<file path="config.mk">
export PLATFORM = sky130hd
export DESIGN_NAME = alu_rs_scheduler_flat
export DESIGN_NICKNAME = d
export VERILOG_FILES = /design/src/rtl/alu_rs_if.sv /design/src/rtl/alu_rs_scheduler.sv /design/src/flat_wrapper.sv
export SDC_FILE = /design/constraint.sdc
export NUM_CORES = 2
export LEC_CHECK = 0
export BUFFER_PORTS_ARGS = -buffer_cell sky130_fd_sc_hd__buf_2
export CAP_MARGIN = 20
export CORE_ASPECT_RATIO = 1.2
export CORE_MARGIN = 2
export CORE_UTILIZATION = 30
export DETAILED_ROUTE_END_ITERATION = 12
export PLACE_DENSITY = 0.44
export SETUP_SLACK_MARGIN = 0.4
export SLEW_MARGIN = 20
export SYNTH_ARGS = -nofsm -noshare
export SYNTH_HDL_FRONTEND = slang
export SYNTH_SLANG_ARGS = --single-unit
</file>
<file path="constraint.sdc">
create_clock -name clk_in -period 2.85 [get_ports clk_in]
set_clock_uncertainty 0.2 [all_clocks]
set_input_delay 0.4275 -clock clk_in [delete_from_list [all_inputs] [get_ports clk_in]]
set_output_delay 0.4275 -clock clk_in [all_outputs]
set_load 0.03 [all_outputs]
</file>
<file path="src/rtl/alu_rs_if.sv">
// Dispatch, result-broadcast and issue bundle between the decoder/ROB side and
// the ALU reservation-station scheduler.
interface alu_rs_if #(
    parameter int INST_W = 32,
    parameter int ADDR_W = 32,
    parameter int IMM_W  = 32,
    parameter int TAG_W  = 4,
    parameter int VAL_W  = 32
);
    logic              dis_valid;
    logic              dis_ready;
    logic [INST_W-1:0] dis_inst;
    logic [ADDR_W-1:0] dis_npc;
    logic [IMM_W-1:0]  dis_imme;
    logic [TAG_W-1:0]  dis_tag;
    logic              dis_rs1_busy;
    logic              dis_rs2_busy;
    logic [TAG_W-1:0]  dis_rs1_tag;
    logic [TAG_W-1:0]  dis_rs2_tag;
    logic [VAL_W-1:0]  dis_rs1_val;
    logic [VAL_W-1:0]  dis_rs2_val;

    logic              cdb_valid;
    logic [TAG_W-1:0]  cdb_tag;
    logic [VAL_W-1:0]  cdb_val;

    logic              alu_valid;
    logic [INST_W-1:0] alu_inst;
    logic [ADDR_W-1:0] alu_npc;
    logic [VAL_W-1:0]  alu_rs1_val;
    logic [VAL_W-1:0]  alu_rs2_val;
    logic [IMM_W-1:0]  alu_imme;
    logic [TAG_W-1:0]  alu_tag;

    modport master (
        output dis_valid, dis_inst, dis_npc, dis_imme, dis_tag,
               dis_rs1_busy, dis_rs2_busy, dis_rs1_tag, dis_rs2_tag,
               dis_rs1_val, dis_rs2_val,
               cdb_valid, cdb_tag, cdb_val,
        input  dis_ready,
               alu_valid, alu_inst, alu_npc, alu_rs1_val, alu_rs2_val,
               alu_imme, alu_tag
    );

    modport slave (
        input  dis_valid, dis_inst, dis_npc, dis_imme, dis_tag,
               dis_rs1_busy, dis_rs2_busy, dis_rs1_tag, dis_rs2_tag,
               dis_rs1_val, dis_rs2_val,
               cdb_valid, cdb_tag, cdb_val,
        output dis_ready,
               alu_valid, alu_inst, alu_npc, alu_rs1_val, alu_rs2_val,
               alu_imme, alu_tag
    );
endinterface

</file>
<file path="src/rtl/alu_rs_scheduler.sv">
// ALU reservation station: holds dispatched ops until both operands are known
// (directly or via CDB wakeup) and issues the lowest-index ready op each cycle.
module alu_rs_scheduler #(
    parameter int RS_SIZE = 8,
    parameter int INST_W  = 32,
    parameter int ADDR_W  = 32,
    parameter int IMM_W   = 32,
    parameter int TAG_W   = 4,
    parameter int VAL_W   = 32,
    localparam int IDX_W  = $clog2(RS_SIZE),
    localparam int CNT_W  = $clog2(RS_SIZE) + 1
) (
    input  logic             clk_in,
    input  logic             rst_in,
    input  logic             rdy_in,
    input  logic             flush_in,
    alu_rs_if.slave          bus,
    output logic [CNT_W-1:0] rs_count
);

    logic [RS_SIZE-1:0] busy_q, busy_d;
    logic [INST_W-1:0]  inst_q   [RS_SIZE];
    logic [INST_W-1:0]  inst_d   [RS_SIZE];
    logic [ADDR_W-1:0]  npc_q    [RS_SIZE];
    logic [ADDR_W-1:0]  npc_d    [RS_SIZE];
    logic [IMM_W-1:0]   imme_q   [RS_SIZE];
    logic [IMM_W-1:0]   imme_d   [RS_SIZE];
    logic [TAG_W-1:0]   dest_q   [RS_SIZE];
    logic [TAG_W-1:0]   dest_d   [RS_SIZE];
    logic [RS_SIZE-1:0] r1_rdy_q, r1_rdy_d;
    logic [RS_SIZE-1:0] r2_rdy_q, r2_rdy_d;
    logic [TAG_W-1:0]   r1_tag_q [RS_SIZE];
    logic [TAG_W-1:0]   r1_tag_d [RS_SIZE];
    logic [TAG_W-1:0]   r2_tag_q [RS_SIZE];
    logic [TAG_W-1:0]   r2_tag_d [RS_SIZE];
    logic [VAL_W-1:0]   r1_val_q [RS_SIZE];
    logic [VAL_W-1:0]   r1_val_d [RS_SIZE];
    logic [VAL_W-1:0]   r2_val_q [RS_SIZE];
    logic [VAL_W-1:0]   r2_val_d [RS_SIZE];

    logic               alu_valid_q, alu_valid_d;
    logic [INST_W-1:0]  alu_inst_q, alu_inst_d;
    logic [ADDR_W-1:0]  alu_npc_q, alu_npc_d;
    logic [VAL_W-1:0]   alu_rs1_q, alu_rs1_d;
    logic [VAL_W-1:0]   alu_rs2_q, alu_rs2_d;
    logic [IMM_W-1:0]   alu_imme_q, alu_imme_d;
    logic [TAG_W-1:0]   alu_tag_q, alu_tag_d;
    logic [CNT_W-1:0]   cnt_q, cnt_d;

    logic               issue_found_s;
    logic [IDX_W-1:0]   issue_idx_s;
    logic               free_found_s;
    logic [IDX_W-1:0]   free_idx_s;
    logic               dis_ready_s;
    logic               dis_fire_s;
    logic               dis_r1_hit_s;
    logic               dis_r2_hit_s;

    // Readiness depends only on the registered count, never on this cycle's issue.
    assign dis_ready_s = (cnt_q < CNT_W'(RS_SIZE));

    // Priority pick of the lowest-index ready entry and lowest-index free entry.
    always_comb begin
        issue_found_s = 1'b0;
        issue_idx_s   = '0;
        free_found_s  = 1'b0;
        free_idx_s    = '0;
        for (int i = RS_SIZE - 1; i >= 0; i--) begin
            if (busy_q[i] && r1_rdy_q[i] && r2_rdy_q[i]) begin
                issue_found_s = 1'b1;
                issue_idx_s   = IDX_W'(i);
            end else begin
                issue_found_s = issue_found_s;
            end
            if (!busy_q[i]) begin
                free_found_s = 1'b1;
                free_idx_s   = IDX_W'(i);
            end else begin
                free_found_s = free_found_s;
            end
        end
    end

    // Next-state for entries, issue bundle and occupancy count.
    always_comb begin
        busy_d      = busy_q;
        inst_d      = inst_q;
        npc_d       = npc_q;
        imme_d      = imme_q;
        dest_d      = dest_q;
        r1_rdy_d    = r1_rdy_q;
        r2_rdy_d    = r2_rdy_q;
        r1_tag_d    = r1_tag_q;
        r2_tag_d    = r2_tag_q;
        r1_val_d    = r1_val_q;
        r2_val_d    = r2_val_q;
        alu_valid_d = alu_valid_q;
        alu_inst_d  = alu_inst_q;
        alu_npc_d   = alu_npc_q;
        alu_rs1_d   = alu_rs1_q;
        alu_rs2_d   = alu_rs2_q;
        alu_imme_d  = alu_imme_q;
        alu_tag_d   = alu_tag_q;
        cnt_d       = cnt_q;
        dis_fire_s  = 1'b0;
        dis_r1_hit_s = bus.cdb_valid && (bus.cdb_tag == bus.dis_rs1_tag);
        dis_r2_hit_s = bus.cdb_valid && (bus.cdb_tag == bus.dis_rs2_tag);

        if (!rdy_in) begin
            dis_fire_s = 1'b0;
        end else if (flush_in) begin
            busy_d      = '0;
            alu_valid_d = 1'b0;
            cnt_d       = '0;
        end else begin
            for (int i = 0; i < RS_SIZE; i++) begin
                if (bus.cdb_valid && busy_q[i] && !r1_rdy_q[i] && (r1_tag_q[i] == bus.cdb_tag)) begin
                    r1_rdy_d[i] = 1'b1;
                    r1_val_d[i] = bus.cdb_val;
                end else begin
                    r1_rdy_d[i] = r1_rdy_q[i];
                end
                if (bus.cdb_valid && busy_q[i] && !r2_rdy_q[i] && (r2_tag_q[i] == bus.cdb_tag)) begin
                    r2_rdy_d[i] = 1'b1;
                    r2_val_d[i] = bus.cdb_val;
                end else begin
                    r2_rdy_d[i] = r2_rdy_q[i];
                end
            end

            // The issued entry is already fully ready, so wakeup never collides with it.
            alu_valid_d = issue_found_s;
            if (issue_found_s) begin
                busy_d[issue_idx_s] = 1'b0;
                alu_inst_d          = inst_q[issue_idx_s];
                alu_npc_d           = npc_q[issue_idx_s];
                alu_rs1_d           = r1_val_q[issue_idx_s];
                alu_rs2_d           = r2_val_q[issue_idx_s];
                alu_imme_d          = imme_q[issue_idx_s];
                alu_tag_d           = dest_q[issue_idx_s];
            end else begin
                alu_tag_d = alu_tag_q;
            end

            dis_fire_s = bus.dis_valid && dis_ready_s && free_found_s;
            if (dis_fire_s) begin
                busy_d[free_idx_s]   = 1'b1;
                inst_d[free_idx_s]   = bus.dis_inst;
                npc_d[free_idx_s]    = bus.dis_npc;
                imme_d[free_idx_s]   = bus.dis_imme;
                dest_d[free_idx_s]   = bus.dis_tag;
                r1_tag_d[free_idx_s] = bus.dis_rs1_tag;
                r2_tag_d[free_idx_s] = bus.dis_rs2_tag;
                r1_rdy_d[free_idx_s] = !bus.dis_rs1_busy || dis_r1_hit_s;
                r2_rdy_d[free_idx_s] = !bus.dis_rs2_busy || dis_r2_hit_s;
                r1_val_d[free_idx_s] = bus.dis_rs1_busy ? bus.cdb_val : bus.dis_rs1_val;
                r2_val_d[free_idx_s] = bus.dis_rs2_busy ? bus.cdb_val : bus.dis_rs2_val;
            end else begin
                busy_d[free_idx_s] = busy_d[free_idx_s];
            end

            case ({dis_fire_s, issue_found_s})
                2'b10:   cnt_d = cnt_q + CNT_W'(1);
                2'b01:   cnt_d = cnt_q - CNT_W'(1);
                default: cnt_d = cnt_q;
            endcase
        end
    end

    // State registers; asynchronous reset clears entries and the issue bundle.
    always_ff @(posedge clk_in or negedge rst_in) begin
        if (!rst_in) begin
            busy_q      <= '0;
            r1_rdy_q    <= '0;
            r2_rdy_q    <= '0;
            for (int i = 0; i < RS_SIZE; i++) begin
                inst_q[i]   <= '0;
                npc_q[i]    <= '0;
                imme_q[i]   <= '0;
                dest_q[i]   <= '0;
                r1_tag_q[i] <= '0;
                r2_tag_q[i] <= '0;
                r1_val_q[i] <= '0;
                r2_val_q[i] <= '0;
            end
            alu_valid_q <= 1'b0;
            alu_inst_q  <= '0;
            alu_npc_q   <= '0;
            alu_rs1_q   <= '0;
            alu_rs2_q   <= '0;
            alu_imme_q  <= '0;
            alu_tag_q   <= '0;
            cnt_q       <= '0;
        end else begin
            busy_q      <= busy_d;
            r1_rdy_q    <= r1_rdy_d;
            r2_rdy_q    <= r2_rdy_d;
            inst_q      <= inst_d;
            npc_q       <= npc_d;
            imme_q      <= imme_d;
            dest_q      <= dest_d;
            r1_tag_q    <= r1_tag_d;
            r2_tag_q    <= r2_tag_d;
            r1_val_q    <= r1_val_d;
            r2_val_q    <= r2_val_d;
            alu_valid_q <= alu_valid_d;
            alu_inst_q  <= alu_inst_d;
            alu_npc_q   <= alu_npc_d;
            alu_rs1_q   <= alu_rs1_d;
            alu_rs2_q   <= alu_rs2_d;
            alu_imme_q  <= alu_imme_d;
            alu_tag_q   <= alu_tag_d;
            cnt_q       <= cnt_d;
        end
    end

    assign bus.dis_ready   = dis_ready_s;
    assign bus.alu_valid   = alu_valid_q;
    assign bus.alu_inst    = alu_inst_q;
    assign bus.alu_npc     = alu_npc_q;
    assign bus.alu_rs1_val = alu_rs1_q;
    assign bus.alu_rs2_val = alu_rs2_q;
    assign bus.alu_imme    = alu_imme_q;
    assign bus.alu_tag     = alu_tag_q;
    assign rs_count        = cnt_q;

endmodule

</file>
<file path="src/flat_wrapper.sv">
// flat-port wrapper written by rule: the top's interface ports become plain ports
module alu_rs_scheduler_flat 
#(
    parameter int RS_SIZE = 8,
    parameter int INST_W  = 32,
    parameter int ADDR_W  = 32,
    parameter int IMM_W   = 32,
    parameter int TAG_W   = 4,
    parameter int VAL_W   = 32,
    localparam int IDX_W  = $clog2(RS_SIZE),
    localparam int CNT_W  = $clog2(RS_SIZE) + 1
)
  (clk_in, rst_in, rdy_in, flush_in, rs_count, bus_dis_valid, bus_dis_inst, bus_dis_npc, bus_dis_imme, bus_dis_tag, bus_dis_rs1_busy, bus_dis_rs2_busy, bus_dis_rs1_tag, bus_dis_rs2_tag, bus_dis_rs1_val, bus_dis_rs2_val, bus_cdb_valid, bus_cdb_tag, bus_cdb_val, bus_dis_ready, bus_alu_valid, bus_alu_inst, bus_alu_npc, bus_alu_rs1_val, bus_alu_rs2_val, bus_alu_imme, bus_alu_tag);
  alu_rs_if #(.INST_W(INST_W), .ADDR_W(ADDR_W), .IMM_W(IMM_W), .TAG_W(TAG_W), .VAL_W(VAL_W)) bus_i ();
  input  logic clk_in;
  input  logic rst_in;
  input  logic rdy_in;
  input  logic flush_in;
  output logic [CNT_W-1:0] rs_count;
  input wire logic [$bits(bus_i.dis_valid)-1:0] bus_dis_valid;
  input wire logic [$bits(bus_i.dis_inst)-1:0] bus_dis_inst;
  input wire logic [$bits(bus_i.dis_npc)-1:0] bus_dis_npc;
  input wire logic [$bits(bus_i.dis_imme)-1:0] bus_dis_imme;
  input wire logic [$bits(bus_i.dis_tag)-1:0] bus_dis_tag;
  input wire logic [$bits(bus_i.dis_rs1_busy)-1:0] bus_dis_rs1_busy;
  input wire logic [$bits(bus_i.dis_rs2_busy)-1:0] bus_dis_rs2_busy;
  input wire logic [$bits(bus_i.dis_rs1_tag)-1:0] bus_dis_rs1_tag;
  input wire logic [$bits(bus_i.dis_rs2_tag)-1:0] bus_dis_rs2_tag;
  input wire logic [$bits(bus_i.dis_rs1_val)-1:0] bus_dis_rs1_val;
  input wire logic [$bits(bus_i.dis_rs2_val)-1:0] bus_dis_rs2_val;
  input wire logic [$bits(bus_i.cdb_valid)-1:0] bus_cdb_valid;
  input wire logic [$bits(bus_i.cdb_tag)-1:0] bus_cdb_tag;
  input wire logic [$bits(bus_i.cdb_val)-1:0] bus_cdb_val;
  output wire logic [$bits(bus_i.dis_ready)-1:0] bus_dis_ready;
  output wire logic [$bits(bus_i.alu_valid)-1:0] bus_alu_valid;
  output wire logic [$bits(bus_i.alu_inst)-1:0] bus_alu_inst;
  output wire logic [$bits(bus_i.alu_npc)-1:0] bus_alu_npc;
  output wire logic [$bits(bus_i.alu_rs1_val)-1:0] bus_alu_rs1_val;
  output wire logic [$bits(bus_i.alu_rs2_val)-1:0] bus_alu_rs2_val;
  output wire logic [$bits(bus_i.alu_imme)-1:0] bus_alu_imme;
  output wire logic [$bits(bus_i.alu_tag)-1:0] bus_alu_tag;
  assign bus_i.dis_valid = bus_dis_valid;
  assign bus_i.dis_inst = bus_dis_inst;
  assign bus_i.dis_npc = bus_dis_npc;
  assign bus_i.dis_imme = bus_dis_imme;
  assign bus_i.dis_tag = bus_dis_tag;
  assign bus_i.dis_rs1_busy = bus_dis_rs1_busy;
  assign bus_i.dis_rs2_busy = bus_dis_rs2_busy;
  assign bus_i.dis_rs1_tag = bus_dis_rs1_tag;
  assign bus_i.dis_rs2_tag = bus_dis_rs2_tag;
  assign bus_i.dis_rs1_val = bus_dis_rs1_val;
  assign bus_i.dis_rs2_val = bus_dis_rs2_val;
  assign bus_i.cdb_valid = bus_cdb_valid;
  assign bus_i.cdb_tag = bus_cdb_tag;
  assign bus_i.cdb_val = bus_cdb_val;
  assign bus_dis_ready = bus_i.dis_ready;
  assign bus_alu_valid = bus_i.alu_valid;
  assign bus_alu_inst = bus_i.alu_inst;
  assign bus_alu_npc = bus_i.alu_npc;
  assign bus_alu_rs1_val = bus_i.alu_rs1_val;
  assign bus_alu_rs2_val = bus_i.alu_rs2_val;
  assign bus_alu_imme = bus_i.alu_imme;
  assign bus_alu_tag = bus_i.alu_tag;
  alu_rs_scheduler #(.RS_SIZE(RS_SIZE), .INST_W(INST_W), .ADDR_W(ADDR_W), .IMM_W(IMM_W), .TAG_W(TAG_W), .VAL_W(VAL_W)) u_core (.clk_in(clk_in), .rst_in(rst_in), .rdy_in(rdy_in), .flush_in(flush_in), .bus(bus_i), .rs_count(rs_count));
endmodule
</file>
==> impl_metrics.py <==
metrics = {
    "logic_synthesis": {
        "synth.lib_cells_used.distinct": 65,
        "synth.top_cell.area_share_pct": 53.8,
        "synth.cells.most_frequent": "sky130_fd_sc_hd__dfrtp_1 (1,569), sky130_fd_sc_hd__nand2_1 (855), sky130_fd_sc_hd__mux2_2 (769), sky130_fd_sc_hd__o22ai_1 (521), sky130_fd_sc_hd__mux2i_1 (484)",
        "synth_compound_gate_area_share_pct": 15.9,
        "mappedNetlistArea_sq_mm": 0.0730,
        "muxShareOfSynthArea_pct": 18.5,
        "synthAdderAreaFrac_pct": 0.0617,
        "synth_top_family_by_area": "multiplexers",
        "yosys_most_used_dff": "sky130_fd_sc_hd__dfrtp_1",
        "synth.area.top_cells": "sky130_fd_sc_hd__dfrtp_1 (54%), sky130_fd_sc_hd__mux2_2 (12%), sky130_fd_sc_hd__mux2i_1 (6.6%), sky130_fd_sc_hd__o22ai_1 (4.5%), sky130_fd_sc_hd__nand2_1 (4.4%)",
        "yosys.cell_count.top_type": "sky130_fd_sc_hd__dfrtp_1",
        "synth_xor_xnor_area_share_pct": 0.888,
        "synthCells": 6403,
        "number_of_flops_mapped_to_enable_cells_by_yosys": 0,
        "async_reset_ff_share_pct": 100,
        "yosys_warnings": 0,
        "avgSynthCellArea_sq_um": 11.4,
        "syn_nets": 6622,
        "post_synth_and_or_nand_nor_area_fraction_pct": 7.18,
        "post-synth-top-area-cell": "sky130_fd_sc_hd__dfrtp_1",
        "yosys_register_bits": 1569,
        "synth.yosys.seq_area_share_pct": 53.8,
    },
    "die": {
        "i_o_pin_count": 386,
        "fp.dieW_microns": 454,
        "dieHeight_microns": 544,
        "initial_utilization_pct": 30.1,
        "design.die.area_sq_mm": 0.247,
        "rows": 198,
        "coreArea_sq_mm": 0.242,
    },
    "clocking": {
        "htreeDepth": 4,
        "clkTransAtPathRegs_ns": 0.06,
        "clk_root_buffer_cell": "sky130_fd_sc_hd__clkbuf_16",
        "cts_inserted_buffers": 186,
        "clk_path_buf_depth": 4,
        "clock_sinks": 1569,
        "clk-insertion-delay-late_ns": 0.88,
        "cts_tree": "yes",
    },
    "timing": {
        "max_freq_ghz": 0.355,
        "fin_setup_tns_ns": 0,
        "finalCritPeriodShare_pct": 98.9,
        "number_of_pins_with_negative_max_slew_slack_in_the_final_report": 0,
        "setup_repair_after_global_routing_missed_its_margin": "true",
        "finalWorstPathRequiredPeriod_ns": 2.82,
        "setup_viol_count_final": 0,
        "tightestPinTransition_ns": 0.724,
        "post-route-worst-setup-slack_ns": 0.0326,
        "hold_fails_final_rpt": 0,
        "max_slew_margin_pct": 51.7,
    },
    "worst_setup_path": {
        "arrival_ns": 3.31,
        "worstSetupStartpointType": "flop",
        "cp-end-kind": "flop",
        "slowest_delay_ns": 0.46,
        "cpLargestDelayFamily": "compound AO/OA/AOI/OAI gates",
        "critical_path_buf_inv_count": 3,
        "cp_data_required_time_ns": 3.34,
        "most_prevalent_standard_cell_on_the_critical_path": "sky130_fd_sc_hd__buf_12",
        "cpMaxStageDelayCell": "sky130_fd_sc_hd__a222oi_1",
        "critical_path_class": "flop to flop",
        "worstPathCellList": "and3_4 -> o211ai_1 -> and2_4 -> a21oi_4 -> buf_12 -> buf_12 -> buf_6 -> mux2_4 -> a222oi_1 -> a21oi_1",
        "worstPathMaxFanout": 8,
    },
    "drt": {
        "wirelength_microns": 325000,
        "firstDrtPassIters": 6,
        "detailedRoute.firstIterationViolations": 5414,
        "vias_per_cell": 5.62,
        "avgRoutedWirePerCell_microns": 30.8,
        "vias": 59300,
        "drt_drc_violations_left": 0,
        "antenna_left": 0,
    },
    "cells_and_area": {
        "layout-area-overhead-vs-synth_pct": 32.2,
        "final_cells": 10500,
        "finish.net_count": 7423,
        "postLayoutCoreUtil_pct": 39.8,
        "fillers": 23300,
        "post_route_cells_drive_above_1_share_pct": 33.9,
    },
    "place": {
        "gpl.final_weighted_congestion": 0.833,
        "preCtsSetupSlack_ns": -0.189,
        "port_buffers": 385,
        "dp_hpwl_microns": 188000,
        "placed_cells_incl_taps": 9800,
    },
    "global_route": {
        "groute.usage.overall_pct": 24.6,
        "grt_start_max_net_pins": 112,
        "grt_pass1_wl_microns": 447000,
        "via_count_of_the_first_global_routing_pass": 60100,
        "grt_remaining_overflow": 0,
        "grt_antenna_before_repair": 23,
    },
    "outcome": {
        "outcome": "complete, no violations",
    },
    "min_path": {
        "timing.hold.worst.class": "input pin to flop",
    },
    "job": {
        "timing.max_cap.violations": 0,
    },
    "pwr": {
        "ir_drop_uv": 476,
        "power.density_cell_area_mw_per_mm2": 700,
        "total_power_mw": 67.6,
        "power.static_leakage_nw": 46.1,
    },
}
final cells by class:
type | instances | area (sq um) | share of cell area (%)
Tap cell | 3200 | 4000 | 4.15
Inverter | 5 | 21.3 | 0.0220
Timing Repair Buffer | 1219 | 13700 | 14.2
Clock inverter | 49 | 601 | 0.622
Sequential cell | 1569 | 39300 | 40.7
Antenna cell | 8 | 20.0 | 0.0207
Multi-Input combinational cell | 4223 | 33400 | 34.6
Clock buffer | 276 | 5480 | 5.67
state kept, by name (all words and copies together), names as in the netlist, 8 cells and up:
signal                  cells
u_core.npc_q              256
u_core.r2_tag_q            32
u_core.dest_q              32
u_core.bus.alu_imme        32
u_core.inst_q             256
u_core.r2_rdy_q             8
u_core.bus.alu_rs1_val     32
u_core.bus.alu_inst        32
u_core.imme_q             256
u_core.r2_val_q           256
u_core.bus.alu_npc         32
u_core.r1_tag_q            32
u_core.r1_val_q           256
u_core.bus.alu_rs2_val     32
u_core.r1_rdy_q             8
u_core.busy_q               8
through the flow:
step	cell area, sq um	hold WS (ns)
finish	96500	0.0627
detailed placement	82200	0.224
CTS	92800	0.00173
global route	96500	0.0374
global placement	82200	0.220
floorplan	73000	-0.0681
report_power, final:
part | internal [mW] | total (mW) | switching (mW)
registers | 26.0 | 28.8 | 2.82
clock network | 14.3 | 24.4 | 10.1
logic | 5.56 | 14.4 | 8.83
placed cells by master (no fill, tap or decap), drive strengths merged, types with 24 or more instances in the layout:
cell / synthesis / layout
clkinv: 0 / 30
o21ai: 38 / 38
o221a: 128 / 128
a21oi: 267 / 267
o22a: 109 / 109
a22oi: 160 / 160
o22ai: 521 / 521
a2bb2oi: 132 / 132
nor2: 329 / 330
xnor2: 52 / 52
mux2: 772 / 772
or2: 33 / 33
clkbuf: 313 / 318
nand2: 858 / 862
buf: 298 / 950
dlygate4sd3: 0 / 216
o221ai: 109 / 109
o32a: 27 / 27
a222oi: 30 / 30
dfrtp: 1569 / 1569
mux2i: 484 / 484
and2: 24 / 24
a221oi: 32 / 32
tightest hold or removal path, cell delays in order:
cell and delay (ns):
sky130_fd_sc_hd__buf_2 0.11, sky130_fd_sc_hd__nor2b_2 0.19, sky130_fd_sc_hd__o31ai_4 0.08, sky130_fd_sc_hd__nor2_2 0.07, sky130_fd_sc_hd__a22o_1 0.21
kinds of logic (layout without fill, tap and decap cells):
group | Yosys count | count (layout)
xor gates and xnor gates | 74 | 74
and+or+nand+nor | 1308 | 1313
other | 0 | 8
buffers and inverters | 616 | 1549
DFF | 1569 | 1569
adders and majority gates | 3 | 3
AOI/OAI and AO/OA | 1577 | 1577
muxes | 1256 | 1256
path summary, 6_finish.rpt:
path | startpoint | end | slack [ns] | cells after the start
setup / recovery | u_core.r2_rdy_q[6] | u_core.bus.alu_inst[0] | 0.03 | 10
hold / removal | bus_dis_valid | u_core.busy_q[7] | 0.06 | 5
setup reg to reg | u_core.r2_rdy_q[6] | u_core.bus.alu_inst[0] | 0.03 | 10
hold reg to reg | u_core.npc_q[255] | u_core.npc_q[255] | 0.27 | 2
max in group asynchronous | rst_in | u_core.imme_q[244] | 1.49 | 4
min in group asynchronous | rst_in | u_core.r2_val_q[72] | 0.24 | 3
what timing repair did:
| item | 4_1_cts | 5_1_grt |
|---|---|---|
| setup buffers | 54 | 52 |
| pin swaps | 34 | 66 |
| endpoints found under the hold margin | 2582 | 0 |
| endpoints found under the setup margin | 1429 | 1472 |
| gates resized for setup | 134 | 353 |
| hold buffers | 217 | 0 |
| cloned | 38 | 55 |
per-layer routing:
metal	up-vias	global-route usage [%]	part of all wire [%]
li1	25300	-	-
met2	2282	41.3	48
met3	591	4.03	6.4
met4	24	8.61	4.0
met5	-	0	0.042
met1	31100	31.8	41
Note: power is estimated with default switching activity, not from simulation.
